<file path="src/rtl/imem_arbiter.sv">
// imem_arbiter: shares one single-port synchronous instruction memory between
// the fetch path (read-only) and the loader/debug port (read/write).
// One access per cycle, round-robin on contention, loader burst lock with a
// bounded fetch starvation window, and one-cycle-late read data steering.
module imem_arbiter #(
    parameter int ADDR     = 16,
    parameter int WORD     = 32,
    parameter int MAX_WAIT = 8
) (
    input  logic            clk,
    input  logic            rst,

    input  logic            f_req,
    input  logic [ADDR-1:0] f_addr,
    output logic            f_gnt,
    output logic            f_rvalid,
    output logic [WORD-1:0] f_rdata,

    input  logic            l_req,
    input  logic            l_we,
    input  logic [ADDR-1:0] l_addr,
    input  logic [WORD-1:0] l_wdata,
    input  logic            l_lock,
    output logic            l_gnt,
    output logic            l_rvalid,
    output logic [WORD-1:0] l_rdata,

    output logic [ADDR-1:0] mem_A,
    output logic            mem_W,
    output logic [WORD-1:0] mem_D,
    input  logic [WORD-1:0] mem_Q
);

    typedef enum logic {
        OWN_FETCH  = 1'b0,
        OWN_LOADER = 1'b1
    } owner_t;

    localparam logic [7:0] LP_MAX_WAIT = 8'(MAX_WAIT);

    owner_t     r_last_owner;
    owner_t     r_rd_owner;
    logic       r_rd_pending;
    logic [7:0] r_wait_cnt;

    logic       w_f_gnt;
    logic       w_l_gnt;
    logic       w_lock_win;
    logic       w_fetch_forced;

    assign w_lock_win     = l_lock && (r_wait_cnt < LP_MAX_WAIT);
    assign w_fetch_forced = (r_wait_cnt == LP_MAX_WAIT);

    // Grant selection: single requester wins, otherwise lock / starvation / round-robin
    always_comb begin
        w_f_gnt = 1'b0;
        w_l_gnt = 1'b0;
        if (rst) begin
            if (f_req && !l_req) begin
                w_f_gnt = 1'b1;
            end else if (l_req && !f_req) begin
                w_l_gnt = 1'b1;
            end else if (f_req && l_req) begin
                if (w_lock_win) begin
                    w_l_gnt = 1'b1;
                end else if (w_fetch_forced) begin
                    w_f_gnt = 1'b1;
                end else if (r_last_owner == OWN_LOADER) begin
                    w_f_gnt = 1'b1;
                end else begin
                    w_l_gnt = 1'b1;
                end
            end
        end
    end

    // Memory port drive from whichever requester holds the grant
    always_comb begin
        mem_A = '0;
        mem_W = 1'b0;
        mem_D = '0;
        if (w_f_gnt) begin
            mem_A = f_addr;
        end else if (w_l_gnt) begin
            mem_A = l_addr;
            mem_W = l_we;
            mem_D = l_wdata;
        end
    end

    // Arbitration history: last owner and fetch starvation counter
    always_ff @(posedge clk) begin
        if (!rst) begin
            r_last_owner <= OWN_FETCH;
            r_wait_cnt   <= '0;
        end else begin
            if (w_f_gnt) begin
                r_last_owner <= OWN_FETCH;
            end else if (w_l_gnt) begin
                r_last_owner <= OWN_LOADER;
            end

            if (f_req && !w_f_gnt) begin
                if (r_wait_cnt < LP_MAX_WAIT) begin
                    r_wait_cnt <= r_wait_cnt + 8'd1;
                end
            end else begin
                r_wait_cnt <= '0;
            end
        end
    end

    // Outstanding read tracking for the one-cycle-late response
    always_ff @(posedge clk) begin
        if (!rst) begin
            r_rd_pending <= 1'b0;
            r_rd_owner   <= OWN_FETCH;
        end else begin
            r_rd_pending <= w_f_gnt || (w_l_gnt && !l_we);
            r_rd_owner   <= w_l_gnt ? OWN_LOADER : OWN_FETCH;
        end
    end

    assign f_gnt = w_f_gnt;
    assign l_gnt = w_l_gnt;

    // A response landing while reset is held is dropped, not delivered
    assign f_rvalid = rst && r_rd_pending && (r_rd_owner == OWN_FETCH);
    assign l_rvalid = rst && r_rd_pending && (r_rd_owner == OWN_LOADER);

    assign f_rdata = mem_Q;
    assign l_rdata = mem_Q;

endmodule

</file>
<file path="config.mk">
export PLATFORM = sky130hd
export DESIGN_NAME = imem_arbiter
export DESIGN_NICKNAME = d
export VERILOG_FILES = /design/src/rtl/imem_arbiter.sv
export SDC_FILE = /design/constraint.sdc
export NUM_CORES = 1
export LEC_CHECK = 0
export BUFFER_PORTS_ARGS = -buffer_cell sky130_fd_sc_hd__buf_2
export CORE_AREA = 2 2 86 88
export DETAILED_ROUTE_END_ITERATION = 8
export DIE_AREA = 0 0 88 90
export PLACE_DENSITY_LB_ADDON = 0.05
export SETUP_SLACK_MARGIN = 0.02
export SLEW_MARGIN = 20
export SYNTH_ARGS = -nofsm -noshare
export SYNTH_HDL_FRONTEND = slang
export SYNTH_SLANG_ARGS = --single-unit
</file>
<file path="constraint.sdc">
create_clock -name clk -period 2.55 [get_ports clk]
set_input_delay 0.3825 -clock clk [delete_from_list [all_inputs] [get_ports clk]]
set_output_delay 0.3825 -clock clk [all_outputs]
set_load 0.02 [all_outputs]
</file>
==> metrics.txt, run 1 <==
Via Count=around 1300; Worst-Margin Slew=between 0.2 and 0.3 ns; Final Cycle Share=0.967; post-synthesis cell type count=33; CP max-delay cell=or4_4; DP HPWL=3410 um; Finished Layout Cells=330; total global-route track usage=0.0960; critical-path cell list=or4_4, or3_4, and4_4, a22o_1, buf_2; Port Buf Inserts=~120; clk_skew=between 0.0003 and 0.0004 ns; final weighted congestion in routability-driven placement=0.678; max-slew violation count=0; pwr dens=roughly 330 nW/um2; clock latency on the worst-skew pair=~0.23 ns; CTS buffer count=3; # H-tree levels=1; Max Buffers Root-to-Sink=2; initial antenna violation count=0; Arr. time, crit path=between 2 and 2.5 ns; Vias/cell=~4; setup violators final=0; share of cells above drive strength 1=0.654; Total Wirelength=4610 um; Die W=approximately 88 um; syn avg cell area=8.11 um2; die area=just under 8000 um2; achievable frequency=just over 0.4 GHz; Multi-input gate area=approximately 650 um2; setup TNS=0 ns; largest net degree at the start of global routing=42; CP peak stage delay=about 0.56 ns; first-pass GRT wire length=6020 um; min-delay worst type=input port to flop; critical path peak fanout=4; fin worst setup slack=~0.084 ns; Worst slew margin=0.828; Clock Sinks=11; Switch Pwr=about 190 uW; Combinational Power Share=0.407; cells after synthesis=170; register bit total from synthesis=11; Core Util, Final=0.254; wire per inst=between 10 and 15 um; Yosys top cell area share=0.348; Die Ht=approximately 90 um; Site Rows=31; CTS tree=done; 1st-pass router iterations=3; Worst VDD drop=0.000120 V; hold path cells=2; status=complete, no violations; number of synthesized flops with an enable pin=0; sequential share of power=0.304; register area=between 200 and 250 um2; Clock transition at path regs=0.05 ns; final hold viol count=0; post-route cell area=1780 um2; fillers=a little under 800; RSZ-0062 raised after global routing=yes; Setup crit end kind=output port; I/O pin count=about 220; synthesized area=1380 um2; syn nets=between 200 and 300; Final Hold Slack=0.434 ns; Sw Ratio=0.319; minimum clock period=about 2.5 ns; Pint=403 uW; sequential share of the synthesized area=0.160; Initial Util=0.196; Final Power=~590 uW; crit path launch type=flop; placed cell count=approximately 320; main flop type after synthesis=dfxtp_1; root buffer cell=clkbuf_8; nets=~340; Max-Cap Viols=0; P_leak=~1.0 nW; placed cell areas=between 1500 and 2000 um2; Yosys top cell by area=buf_4; global route overflow=0; ranking of synthesized cells by area=buf_4 35%, dfxtp_1 16%, and2_1 15%, a22o_2 5.8%, a22o_1 5.1%; fraction of registers with async set/reset=0; diode count=0; r2r worst-path depth=5; core area=roughly 7000 um2; dpl ws=between 0.2 and 0.3 ns; clock power share=0.289; worst path required time=approximately 2.2 ns; vias in the first global route=about 1200; yosys warns=0; WS Path Type=flop to output port; initial detailed-routing violation count=28; drc violations=0; ANT nets after route=0; Area growth syn-to-layout=29.2%
## registers in the layout, summed over array words and instances (netlist names)
| register | count |
|---|---|
| r_last_owner | 1 |
| r_rd_pending | 1 |
| r_rd_owner | 1 |
| r_wait_cnt | 8 |
## worst paths after layout
kind         slack [ns]             to           from
max                0.08       mem_A[9]  r_wait_cnt[7]
min                0.43     r_rd_owner          l_req
max reg2reg        0.66   r_rd_pending  r_wait_cnt[7]
min reg2reg        0.50  r_wait_cnt[6]  r_wait_cnt[6]
## Yosys cell counts, types with 2 or more instances
master	number
dfxtp_1	11
ha_1	2
nor2_1	2
and2_1	33
o21ai_0	2
inv_1	4
buf_2	2
and3_1	8
o211a_1	2
clkbuf_1	4
a22o_1	8
a22o_2	8
buf_4	64
## kinds of logic after synthesis
family | after synthesis | share of synthesized area
XOR/XNOR | 2 | 0.0127
flip-flops | 11 | 0.160
multiplexers | 1 | 0.00817
adder cells (fa/ha/maj) | 2 | 0.0181
AND/OR/NAND/NOR | 52 | 0.243
AO/OA/AOI/OAI | 25 | 0.158
buffers and inverters | 77 | 0.400
## cell usage in the layout, fill, tap and decap left out, types with 4 or more instances in the layout
cell type  instances
buf_6              7
dfxtp_1           10
inv_1              4
and3_1             8
buf_2            116
a22o_2             8
a22o_1             8
and2_1            33
## power groups by stage
stage | logic [mW] | registers [mW] | clock network, mW
after floorplan | 0.265 | 0.182 | 0
after global placement | 0.221 | 0.183 | 0
after detailed placement | 0.216 | 0.183 | 0
after CTS | 0.217 | 0.180 | 0.178
after global routing | 0.261 | 0.180 | 0.188
final | 0.241 | 0.180 | 0.171
## what timing repair did
item,4_1_cts,5_1_grt
setup buffers,0,1
hold buffers,0,0
setup endpoints to repair,14,49
pin swaps,1,1
resized for setup,1,20
gates cloned,0,3
## layout make-up
class	instances	share of cell area
Multi-Input combinational cell	84	0.364
Tap cell	99	0.0695
Sequential cell	11	0.124
Timing Repair Buffer	128	0.408
Clock buffer	4	0.0253
Inverter	4	0.00843
## routing by layer
layer | share of wire | track usage | wire [um]
met5 | 0 | 0 | 0
met4 | 0.021 | 0.0449 | 97
met1 | 0.35 | 0.0949 | 1630
met2 | 0.54 | 0.182 | 2480
met3 | 0.088 | 0.0220 | 407
## critical path: cells and delay by family (launching register included)
family	cells	cell delay, ns
DFF	1	0.32
buffers and inverters	1	0.16
AOI/OAI and AO/OA	1	0.19
and+or+nand+nor	3	1.18
Note: power is estimated with default switching activity, not from simulation.
==> run 2, diff against run 1 <==
--- a/config.mk
+++ b/config.mk
@@ -6,9 +6,9 @@
 export NUM_CORES = 1
 export LEC_CHECK = 0
 export BUFFER_PORTS_ARGS = -buffer_cell sky130_fd_sc_hd__buf_2
-export CORE_AREA = 2 2 86 88
+export CORE_MARGIN = 8
+export CORE_UTILIZATION = 29
 export DETAILED_ROUTE_END_ITERATION = 8
-export DIE_AREA = 0 0 88 90
 export PLACE_DENSITY_LB_ADDON = 0.05
 export SETUP_SLACK_MARGIN = 0.02
 export SLEW_MARGIN = 20
==> constraint.sdc (replaced) <==
create_clock -name clk -period 2.55 [get_ports clk]
set_input_delay 0.3825 -clock clk [delete_from_list [all_inputs] [get_ports clk]]
set_output_delay 0.3825 -clock clk [all_outputs]
set_load 0.005 [all_outputs]
==> run 2 against run 1 <==
  * Count of clock-buffer cells in the layout fell by 1
  * Register-to-register slack improved by 0.10 ns
  * Worst hold slack improved by 0.0028 ns
  * Clock skew rose by 0.0048 ns
  * Clock power barely moved
  * Sequential power barely moved
  * Worst setup slack improved by 0.0070 ns
  * Maximum frequency rose by 0.29%
  * Sequential cell count did not move
  * Non-clock buffer count fell by 1
  * Critical path type unchanged
  * Critical endpoint is now mem_A[4]
  * Largest power group unchanged
==> metrics.txt, run 2 (synthesis results as in run 1) <==
status=complete, no violations; final hold viol count=0; Worst VDD drop=between 0.0001 and 0.00015 V; Total Wirelength=between 5000 and 6000 um; RSZ-0062 raised after global routing=no; diode count=0; Initial Util=0.296; core area=around 4700 um2; Die Ht=between 80 and 90 um; r2r worst-path depth=4; Worst slew margin=0.833; Final Power=540 uW; share of cells above drive strength 1=0.648; Via Count=1347; I/O pin count=about 220; root buffer cell=clkbuf_8; WS Path Type=flop to output port; P_leak=~1.0 nW; drc violations=0; vias in the first global route=between 1000 and 1500; 1st-pass router iterations=4; most frequent cells in the layout=122 x buf_2, 33 x and2_1, 11 x dfxtp_1; global route overflow=0; final weighted congestion in routability-driven placement=slightly below 0.8; Core Util, Final=0.362; initial detailed-routing violation count=37; pwr dens=roughly 320 nW/um2; Site Rows=25; CTS buffer count=3; Port Buf Inserts=between 100 and 150; Area growth syn-to-layout=22.2%; clk_skew=0.00518 ns; worst path required time=2.17 ns; Clock transition at path regs=0.05 ns; most common cell after layout, fill and taps aside=buf_2; Setup crit end kind=output port; Vias/cell=approximately 4.7; Max Buffers Root-to-Sink=2; DP HPWL=4320 um; Die W=~85 um; fillers=about 500; Biggest register=r_wait_cnt; setup TNS=0 ns; clock latency on the worst-skew pair=between 0.2 and 0.25 ns; crit path launch type=flop; achievable frequency=~0.41 GHz; Clock Sinks=11; largest net degree at the start of global routing=32; CTS tree=done; setup violators final=0; min-delay worst type=input port to flop; max reg flops=8; Final Cycle Share=0.964; ANT nets after route=0; max-slew violation count=0; Final Hold Slack=roughly 0.44 ns; Max-Cap Viols=0; nets=between 300 and 400; hold path cells=2; minimum clock period=roughly 2.5 ns; post-route cell area=~1700 um2; Arr. time, crit path=around 2.1 ns; placed cell areas=roughly 1600 um2; Worst-Margin Slew=0.247 ns; total global-route track usage=0.126; wire per inst=roughly 19 um; # H-tree levels=1; critical path peak fanout=9; first-pass GRT wire length=7470 um; die area=between 7000 and 8000 um2; initial antenna violation count=0
-- run 2: routing by layer --
| layer | part of all wire | wire (um) | global-route usage | up-vias |
|---|---|---|---|---|
| li1 | - | - | - | 626 |
| met1 | 0.32 | 1680 | 0.0985 | 562 |
| met2 | 0.52 | 2790 | 0.241 | 136 |
| met3 | 0.14 | 755 | 0.0820 | 23 |
| met4 | 0.021 | 112 | 0.0421 | 0 |
| met5 | 0 | 0 | 0 | - |
-- run 2: where the power goes --
part | internal [mW] | leakage, nW | switching, mW
logic | 0.110 | 0.925 | 0.0777
clock network | 0.107 | 0.0255 | 0.0666
registers | 0.176 | 0.0895 | 0.00277
-- run 2: final cells by class --
cell class,count,area [um2],share of cell area
multi-input cells,84,646,0.383
clock inverters,1,5.00,0.00297
clock buffers,3,41.3,0.0245
flip-flops and latches,11,220,0.131
repair buffers,127,691,0.410
well taps,54,67.6,0.0401
inverters,4,15.0,0.00891
-- run 2: through the flow --
| step | worst slack [ns] | cells |
|---|---|---|
| after global routing | 0.0333 | 284 |
| after CTS | 0.0309 | 280 |
| final | 0.0908 | 284 |
| after floorplan | 0.344 | 170 |
| after global placement | 0.324 | 276 |
| after detailed placement | 0.298 | 276 |
-- run 2: repair_timing --
item / in CTS / in global routing
hold buffers: 0 / 0
endpoints found under the hold margin: 0 / 0
setup endpoints to repair: 0 / 49
buffers inserted: 0 / 1
gates resized for setup: 0 / 7
-- run 2: final timing paths --
kind	startpoint	to	slack, ns
min	l_req	r_rd_owner	0.44
max	r_wait_cnt[7]	mem_A[4]	0.09
min reg2reg	r_wait_cnt[6]	r_wait_cnt[6]	0.50
max reg2reg	r_wait_cnt[7]	r_rd_pending	0.76
-- run 2: critical path: stages, from the launching register on --
cell and delay, ns:
dfxtp_1 0.32, or4_4 0.56, or3_4 0.38, and4_4 0.24, a22o_2 0.21, buf_2 0.12
==> run 3, diff against run 2 <==
--- a/config.mk
+++ b/config.mk
@@ -7,9 +7,9 @@
 export LEC_CHECK = 0
 export BUFFER_PORTS_ARGS = -buffer_cell sky130_fd_sc_hd__buf_2
 export CORE_MARGIN = 8
-export CORE_UTILIZATION = 29
+export CORE_UTILIZATION = 26
 export DETAILED_ROUTE_END_ITERATION = 8
-export PLACE_DENSITY_LB_ADDON = 0.05
+export PLACE_DENSITY = 0.78
 export SETUP_SLACK_MARGIN = 0.02
 export SLEW_MARGIN = 20
 export SYNTH_ARGS = -nofsm -noshare
==> constraint.sdc (replaced) <==
create_clock -name clk -period 2.25 [get_ports clk]
set_input_delay 0.3375 -clock clk [delete_from_list [all_inputs] [get_ports clk]]
set_output_delay 0.3375 -clock clk [all_outputs]
set_load 0.005 [all_outputs]
==> run 3 against run 2 <==
  * The run now ends with setup timing left
  * Sequential power increased by 13%
  * Clock skew grew 0.00076 ns
  * Largest power group unchanged
  * Critical path depth unchanged
  * Cell count is 7.0% higher
  * Critical endpoint is now mem_A[15]
  * Worst setup slack lost 0.22 ns
==> metrics.txt, run 3 (synthesis results as in run 1) <==
Worst slew margin=0.771; setup violators final=50; Biggest register=r_wait_cnt; initial detailed-routing violation count=28; Finished Layout Cells=around 300; diode count=0; nets=339; Via Count=approximately 1400; initial antenna violation count=0; root buffer cell=clkbuf_8; Max Buffers Root-to-Sink=2; setup TNS=-3.78 ns; clock latency on the worst-skew pair=0.23 ns; worst path required time=~1.9 ns; minimum clock period=2.38 ns; RSZ-0062 raised after global routing=yes; Vias/cell=about 4.5; Port Buf Inserts=between 100 and 150; Die W=just under 90 um; critical path peak fanout=5; fillers=519; core area=approximately 5100 um2; Die Ht=88.8 um; placed cell count=about 290; register area=~220 um2; Initial Util=0.270; Setup crit end kind=output port; largest net degree at the start of global routing=24; 1st-pass router iterations=4; most frequent cells in the layout=112 x buf_2, 25 x and2_1, 12 x buf_6, 9 x dfxtp_1; Clock transition at path regs=around 0.050 ns; global route overflow=0; status=complete, but fails checks; Multi-input gate area=between 600 and 700 um2; fin worst setup slack=-0.128 ns; Worst VDD drop=0.000237 V; final hold viol count=0; clk_skew=around 0.0059 ns; GRT met3 Usage=0.0474; Final Cycle Share=1.06; achievable frequency=around 0.42 GHz; # H-tree levels=1; WS Path Type=flop to output port; final weighted congestion in routability-driven placement=~0.73; Clock Sinks=11; most used routing layer=met2; Core Util, Final=0.367; Area growth syn-to-layout=36.1%; r2r worst-path depth=5; hold path cells=3; Arr. time, crit path=roughly 2 ns; max-slew violation count=0; CP peak stage delay=roughly 0.56 ns; pwr dens=around 340 nW/um2; I/O pin count=roughly 220; failing checks=setup timing; total global-route track usage=0.114; wire per inst=about 18 um; Max-Cap Viols=0; crit path launch type=flop; met2 usage=0.187; first-pass GRT wire length=between 7000 and 8000 um; P_leak=around 1.1 nW; critical-path cell list=or4_4, or3_4, and4_4, a22o_2, buf_2; CP max-delay cell=or4_4; Site Rows=26; CTS tree=done; ANT nets after route=0; die area=approximately 7900 um2; Worst-Margin Slew=around 0.34 ns; vias in the first global route=approximately 1400; DP HPWL=between 3000 and 4000 um; max reg flops=8; min-delay worst type=input port to flop; share of cells above drive strength 1=0.701; drc violations=0; CTS Hold Bufs=0; CTS buffer count=3; Total Wirelength=5360 um; most common cell after layout, fill and taps aside=buf_2; met1 Track Usage GR=0.121; Final Hold Slack=0.370 ns
==> run 3: cell count changes in the layout (fill, tap and decap cells not counted), sizes merged <==
cell | before | now
clkinv | 1 | 0
clkbuf | 4 | 6
buf | 126 | 129
==> run 3: final timing paths <==
path,startpoint,end,slack [ns]
max,r_wait_cnt[4],mem_A[15],-0.13
min,l_we,r_rd_pending,0.37
max reg2reg,r_wait_cnt[4],r_rd_pending,0.39
min reg2reg,r_wait_cnt[4],r_wait_cnt[4],0.50
==> run 3: power by group <==
| group | leakage [nW] | total (mW) | internal [mW] | switching [mW] |
|---|---|---|---|---|
| logic | 0.989 | 0.248 | 0.149 | 0.0991 |
| registers | 0.0904 | 0.203 | 0.200 | 0.00312 |
| clock network | 0.0228 | 0.192 | 0.124 | 0.0680 |
==> run 3: area by class of cell <==
| type | instances | share of cell area |
|---|---|---|
| Timing Repair Buffer | 131 | 0.435 |
| Multi-Input combinational cell | 84 | 0.368 |
| Sequential cell | 11 | 0.119 |
| Tap cell | 70 | 0.0467 |
| Clock buffer | 4 | 0.0240 |
| Inverter | 4 | 0.00800 |
==> run 3: worst max-delay path, delay by kind of cell, from the launching register on <==
family	cells	cell delay, ns
buffers and inverters	1	0.13
AO/OA/AOI/OAI	1	0.22
AND/OR/NAND/NOR	3	1.13
flip-flops	1	0.32
==> run 3: what timing repair did <==
action | CTS | global route
resized for setup | 14 | 19
setup endpoints to repair | 51 | 51
pin swaps | 5 | 11
gates cloned | 3 | 3
buffers inserted | 2 | 0
==> run 3: layer usage <==
layer  share of wire  routed length [um]  vias to the layer above
met4           0.038                 204                        0
li1                -                   -                      637
met2            0.48                2590                       99
met1            0.37                1960                      605
met5               0                   0                        -
met3            0.11                 601                       30
==> run 3: stage by stage <==
step | instance area (um2) | setup WS [ns] | total power [mW]
global placement | 1580 | 0.0807 | 0.396
floorplan | 1380 | 0.0893 | 0.379
detailed placement | 1580 | 0.0447 | 0.399
finish | 1880 | -0.128 | 0.643
CTS | 1730 | -0.0904 | 0.620
global route | 1880 | -0.172 | 0.681
